==> src/rtl/tile_pixel_generator.sv <==
// Tile/text-mode pixel generator: maps VGA coordinates through scale and scroll into a
// tile map and fetches tile, attribute, font and palette over a four-step sub-pixel schedule.
module tile_pixel_generator #(
  parameter int COL_BITS    = 6,
  parameter int ROW_BITS    = 5,
  parameter int SCALE_SHIFT = 1
) (
  input  logic                         clk,
  input  logic                         rst,
  input  logic [2:0]                   divider_count,
  input  logic                         vga_blank,
  input  logic [9:0]                   cycle,
  input  logic [8:0]                   scanline,
  input  logic [9:0]                   scroll_x,
  input  logic [8:0]                   scroll_y,
  input  logic                         mode,
  output logic [COL_BITS+ROW_BITS-1:0] tile_memory_read_addr,
  output logic                         tile_memory_read_enable,
  input  logic [7:0]                   tile_memory_read_data,
  output logic [COL_BITS+ROW_BITS-1:0] attribute_memory_read_addr,
  output logic                         attribute_memory_read_enable,
  input  logic [7:0]                   attribute_memory_read_data,
  output logic [11:0]                  font_memory_read_addr,
  output logic                         font_memory_read_enable,
  input  logic [7:0]                   font_memory_read_data,
  output logic [3:0]                   color_memory_read_addr,
  output logic                         color_memory_read_enable,
  input  logic [7:0]                   color_memory_read_data,
  output logic [7:0]                   pixel_data,
  output logic                         pixel_valid
);

  localparam int AW  = COL_BITS + ROW_BITS;
  localparam int SXW = COL_BITS + 3;
  localparam int SYW = ROW_BITS + 3;

  // Tracks how far the current fetch has progressed in order, so a pixel is only
  // presented after an uninterrupted 0->3 sequence.
  typedef enum logic [1:0] {PH_IDLE, PH_S0, PH_S1, PH_S2} phase_e;

  phase_e          phase_q, phase_d;
  logic            have_pixel_q, have_pixel_d;
  logic            mode_q, mode_d;
  logic [2:0]      fine_col_q, fine_col_d;
  logic [2:0]      fine_row_q, fine_row_d;
  logic            blank_q, blank_d;
  logic [7:0]      tile_q, tile_d;
  logic [7:0]      attr_q, attr_d;
  logic [7:0]      p0_q, p0_d;
  logic [AW-1:0]   map_addr_q, map_addr_d;
  logic            map_en_q, map_en_d;
  logic [11:0]     font_addr_q, font_addr_d;
  logic            font_en_q, font_en_d;
  logic [3:0]      color_addr_q, color_addr_d;
  logic            color_en_q, color_en_d;
  logic [7:0]      pixel_data_q, pixel_data_d;
  logic            pixel_valid_q, pixel_valid_d;

  logic [SXW-1:0]  sx;
  logic [SYW-1:0]  sy;
  logic [2:0]      bit_sel;

  always_comb begin
    // NOTE: every signal gets a default before the case, so no path leaves one unassigned
    // and no latch can be inferred.
    phase_d       = phase_q;
    have_pixel_d  = have_pixel_q;
    mode_d        = mode_q;
    fine_col_d    = fine_col_q;
    fine_row_d    = fine_row_q;
    blank_d       = blank_q;
    tile_d        = tile_q;
    attr_d        = attr_q;
    p0_d          = p0_q;
    map_addr_d    = map_addr_q;
    map_en_d      = 1'b0;
    font_addr_d   = font_addr_q;
    font_en_d     = 1'b0;
    color_addr_d  = color_addr_q;
    color_en_d    = 1'b0;
    pixel_data_d  = pixel_data_q;
    pixel_valid_d = 1'b0;

    // Truncating sums give the map wrap-around for free.
    sx      = SXW'(cycle >> SCALE_SHIFT) + SXW'(scroll_x);
    sy      = SYW'(scanline >> SCALE_SHIFT) + SYW'(scroll_y);
    bit_sel = ~fine_col_q;

    case (divider_count)
      3'd0: begin
        mode_d     = mode;
        fine_col_d = sx[2:0];
        fine_row_d = sy[2:0];
        blank_d    = vga_blank;
        map_addr_d = {sy[SYW-1:3], sx[SXW-1:3]};
        map_en_d   = 1'b1;
        if (have_pixel_q) begin
          pixel_data_d  = blank_q ? 8'h00 : color_memory_read_data;
          pixel_valid_d = 1'b1;
        end
        have_pixel_d = 1'b0;
        phase_d      = PH_S0;
      end
      3'd1: begin
        tile_d      = tile_memory_read_data;
        attr_d      = attribute_memory_read_data;
        font_addr_d = {tile_memory_read_data, fine_row_q, 1'b0};
        font_en_d   = 1'b1;
        phase_d     = (phase_q == PH_S0) ? PH_S1 : PH_IDLE;
      end
      3'd2: begin
        p0_d = font_memory_read_data;
        if (mode_q) begin
          font_addr_d = {tile_q, fine_row_q, 1'b1};
          font_en_d   = 1'b1;
        end
        phase_d = (phase_q == PH_S1) ? PH_S2 : PH_IDLE;
      end
      3'd3: begin
        if (mode_q)
          color_addr_d = {attr_q[1:0], font_memory_read_data[bit_sel], p0_q[bit_sel]};
        else
          color_addr_d = p0_q[bit_sel] ? attr_q[7:4] : attr_q[3:0];
        color_en_d = 1'b1;
        if (phase_q == PH_S2) have_pixel_d = 1'b1;
        phase_d = PH_IDLE;
      end
      default: ;
    endcase
  end

  // NOTE: sequential state uses non-blocking assignments so every flop samples the
  // pre-edge values computed above.
  always_ff @(posedge clk) begin
    if (rst) begin
      phase_q       <= PH_IDLE;
      have_pixel_q  <= 1'b0;
      mode_q        <= 1'b0;
      fine_col_q    <= 3'd0;
      fine_row_q    <= 3'd0;
      blank_q       <= 1'b0;
      tile_q        <= 8'h00;
      attr_q        <= 8'h00;
      p0_q          <= 8'h00;
      map_addr_q    <= '0;
      map_en_q      <= 1'b0;
      font_addr_q   <= 12'h000;
      font_en_q     <= 1'b0;
      color_addr_q  <= 4'h0;
      color_en_q    <= 1'b0;
      pixel_data_q  <= 8'h00;
      pixel_valid_q <= 1'b0;
    end else begin
      phase_q       <= phase_d;
      have_pixel_q  <= have_pixel_d;
      mode_q        <= mode_d;
      fine_col_q    <= fine_col_d;
      fine_row_q    <= fine_row_d;
      blank_q       <= blank_d;
      tile_q        <= tile_d;
      attr_q        <= attr_d;
      p0_q          <= p0_d;
      map_addr_q    <= map_addr_d;
      map_en_q      <= map_en_d;
      font_addr_q   <= font_addr_d;
      font_en_q     <= font_en_d;
      color_addr_q  <= color_addr_d;
      color_en_q    <= color_en_d;
      pixel_data_q  <= pixel_data_d;
      pixel_valid_q <= pixel_valid_d;
    end
  end

  assign tile_memory_read_addr        = map_addr_q;
  assign tile_memory_read_enable      = map_en_q;
  assign attribute_memory_read_addr   = map_addr_q;
  assign attribute_memory_read_enable = map_en_q;
  assign font_memory_read_addr        = font_addr_q;
  assign font_memory_read_enable      = font_en_q;
  assign color_memory_read_addr       = color_addr_q;
  assign color_memory_read_enable     = color_en_q;
  assign pixel_data                   = pixel_data_q;
  assign pixel_valid                  = pixel_valid_q;

endmodule
==> config.mk <==
export PLATFORM = sky130hd
export DESIGN_NAME = tile_pixel_generator
export DESIGN_NICKNAME = d
export VERILOG_FILES = /design/src/rtl/tile_pixel_generator.sv
export SDC_FILE = /design/constraint.sdc
export NUM_CORES = 1
export LEC_CHECK = 0
export BUFFER_PORTS_ARGS = -buffer_cell sky130_fd_sc_hd__buf_4
export CORE_AREA = 2 2 89 91
export CTS_BUF_LIST = sky130_fd_sc_hd__clkbuf_16
export CTS_CLUSTER_DIAMETER = 60
export CTS_CLUSTER_SIZE = 20
export DETAILED_ROUTE_END_ITERATION = 8
export DIE_AREA = 0 0 91 93
export PLACE_DENSITY_LB_ADDON = 0.3
export SKIP_CTS_REPAIR_TIMING = 1
export SYNTH_ARGS = -nofsm -noshare
export SYNTH_HDL_FRONTEND = slang
export SYNTH_SLANG_ARGS = --single-unit
export TNS_END_PERCENT = 50
==> constraint.sdc <==
create_clock -name clk -period 2.1 [get_ports clk]
set_input_delay 0.21 -clock clk [delete_from_list [all_inputs] [get_ports clk]]
set_output_delay 0.21 -clock clk [all_outputs]
set_load 0.05 [all_outputs]
==> results.cfg <==
[clock_network]
cts_tree = done
cts_sinks = 74
cts_buffers = 9
root_buffer = clkbuf_16
clkLatencyLatePin_ns = 0.33
clock_path_buffers = 2
clkTransAtPathRegs_ns = 0.06
htreeDepth = 3

[synthesis]
yosys-top-cells-count = nand2_1 (92), dfxtp_1 (74), a21oi_1 (53)
synth_top_area_share_pct = 40.8
synth_largest_area_cell = dfxtp_1
synth_nets = 524
synthesis.area_mm2 = 0.00363
synthFlopType = dfxtp_1
async_flop_share_pct = 0
synth.distinct_cells = 51
synth.ff_latch_count = 74
syn_inst = 430
yosys_warnings = 0
synth_edf_count = 0
seq_area_frac_synth_pct = 40.8
syn_avg_cell_area_um2 = 8.44
yosysMostFrequentCell = nand2_1
yosys-top-cells-area = dfxtp_1 (41%), nand2_1 (9.5%), a21oi_1 (7.3%), ha_1 (5.2%), buf_4 (2.9%)

[power]
combinationalPowerShare_pct = 16.5
cellInternalPower_mw = 2.74
seqPwrFrac_pct = 40.3
p_leak_nw = 2.06
power_frac_clock_pct = 43.2
ir_drop_uv = 408
switching_share_pct = 25.4
power.switching_uw = 933
p_per_area_mw_per_mm2 = 760

[floorplan]
start_util_pct = 48.2
rows = 32
dieArea_mm2 = 0.00846
fp.dieW_um = 91
dieHeight_um = 93
num_io_pins = 128
coreArea_mm2 = 0.00753

[setup_path]
cp_max_fo = 5
slowest_stage = mux4_2
cpLargestDelayFamily = multiplexers
arrival_ns = 2.15
max_stage_delay_ns = 0.57
worstSetupEndpointType = flop
critPathLaunchType = flop
r2r_start = fine_col_q[0]
crit_path_start = fine_col_q[0]
required_ns = 2.32
path_class = flop to flop
critPathBufInv = 0
crit_chain = mux4_2, mux2i_4, mux2i_1, o21ai_1, a22o_1

[sta]
rsz0062_at_grt = no
finClkSkew_ns = 0.00721
hold_viol = 0
final.min_clock_period_ns = 1.94
fmax_mhz = 517
fin_crit_sh_pct = 92.2
setup_viol = 0
report.final.slew_viol_count = 0
maxSlewHeadroom_pct = 58.9
tightestPinTransition_ns = 0.615
fin_setup_tns_ns = 0

[detailed_routing]
post-route-drc-count = 0
antenna_left = 0
wl_per_cell_um = 13.3
drt-total-wl_um = 8490
vias_per_cell = 5.26
vias = 3367
first_iter_violations = 97
detail_route.first_pass.iterations = 4

[placed_design]
hpwlAfterDp_um = 6230
placed_area_mm2 = 0.00453
place_congestion = 0.822
numPortBuffers = 123

[hold_path]
hold_start = mode
hp-class = input port to flop

[global_route]
grt_start_max_net_pins = 40
track_usage_pct = 19.9
grt_pass1_wl_um = 13600
overflow = 0
antenna_found_initial = 0
grt_pass1_vias = 2966

[run]
maxCapViolations = 0

[layout]
syn2layout_area_growth_pct = 33.5
nets = 628
fillers = 666
diodes = 0
final_cell_area_mm2 = 0.00484
drive_above_1_share_pct = 28.8

[run_status]
status = completed
-- layout by cell type (no fill, tap or decap), drive strengths merged, types with 3 or more instances in the layout --
master and count:
clkbuf 9, o21a 3, nor2 27, a31oi 3, mux2i 8, nor3 4, a22o 3, a311oi 9
dfxtp 74, o211ai 4, buf 133, nand2b 3, inv 12, o21ai 18, nor3b 11, a211oi 3
nor4b 4, xnor2 7, a21oi 53, or3 5, mux4 4, nand2 93, ha 15, nor2b 4
-- through the flow --
step / hold WS (ns) / total power [mW] / worst slack, ns / std cells / util, %
after floorplan: 0.346 / 1.91 / 0.198 / 430 / -
after global placement: 0.440 / 2.10 / 0.0382 / 625 / 60.2
after detailed placement: 0.446 / 2.12 / 0.0331 / 625 / 60.2
after CTS: 0.127 / 3.70 / 0.144 / 640 / 64.3
after global routing: 0.135 / 3.83 / 0.0627 / 640 / 64.3
final: 0.130 / 3.68 / 0.165 / 640 / 64.3
-- tightest hold or removal path: stages --
cell and delay (ns):
buf_4 0.11, nand2_1 0.04, a21oi_1 0.05
-- path summary, 6_finish.rpt --
kind	end	slack [ns]	depth (start not counted)
setup / recovery	color_memory_read_addr[2]	0.16	5
hold / removal	mode_q	0.13	3
setup reg to reg	color_memory_read_addr[2]	0.16	5
hold reg to reg	tile_q[1]	0.46	2
-- power by group through the flow --
stage | Sequential (mW) | Combinational [mW] | Clock, mW
after floorplan | 1.58 | 0.325 | 0
after global placement | 1.51 | 0.594 | 0
after detailed placement | 1.51 | 0.605 | 0
final | 1.48 | 0.607 | 1.59
after CTS | 1.48 | 0.607 | 1.61
after global routing | 1.49 | 0.661 | 1.68
-- state kept, by name, summed over array words and instances (netlist names), 2 cells and up --
| name | cells |
|---|---|
| color_memory_read_addr | 4 |
| attribute_memory_read_addr | 11 |
| attr_q | 8 |
| p0_q | 8 |
| pixel_data | 8 |
| tile_q | 8 |
| phase_q | 2 |
| fine_col_q | 3 |
| font_memory_read_addr | 12 |
| fine_row_q | 3 |
-- cell families after synthesis --
group	synth area share [%]
multiplexers	5.55
AND/OR/NAND/NOR	20.6
XOR/XNOR	1.69
flip-flops	40.8
buffers and inverters	7.24
adder cells (fa/ha/maj)	6.28
AO/OA/AOI/OAI	17.8
-- final cells by class --
type / instances / area [um^2] / share of cell area (%)
sequential: 74 / 1480 / 30.6
timing repair buffer: 133 / 998 / 20.6
tap: 102 / 128 / 2.64
inverter: 10 / 37.5 / 0.775
clock inverter: 6 / 82.6 / 1.71
multi-input combinational: 306 / 1890 / 39.0
clock buffer: 9 / 225 / 4.65
-- per-layer routing --
| metal | up-vias | wire length, um | GRT usage [%] |
|---|---|---|---|
| met1 | 1558 | 3730 | 25.2 |
| met5 | - | 0 | 0 |
| li1 | 1694 | - | - |
| met4 | 0 | 171 | 8.21 |
| met3 | 13 | 541 | 5.00 |
| met2 | 102 | 4040 | 32.5 |
No activity file was read; power rests on OpenSTA's default activity.
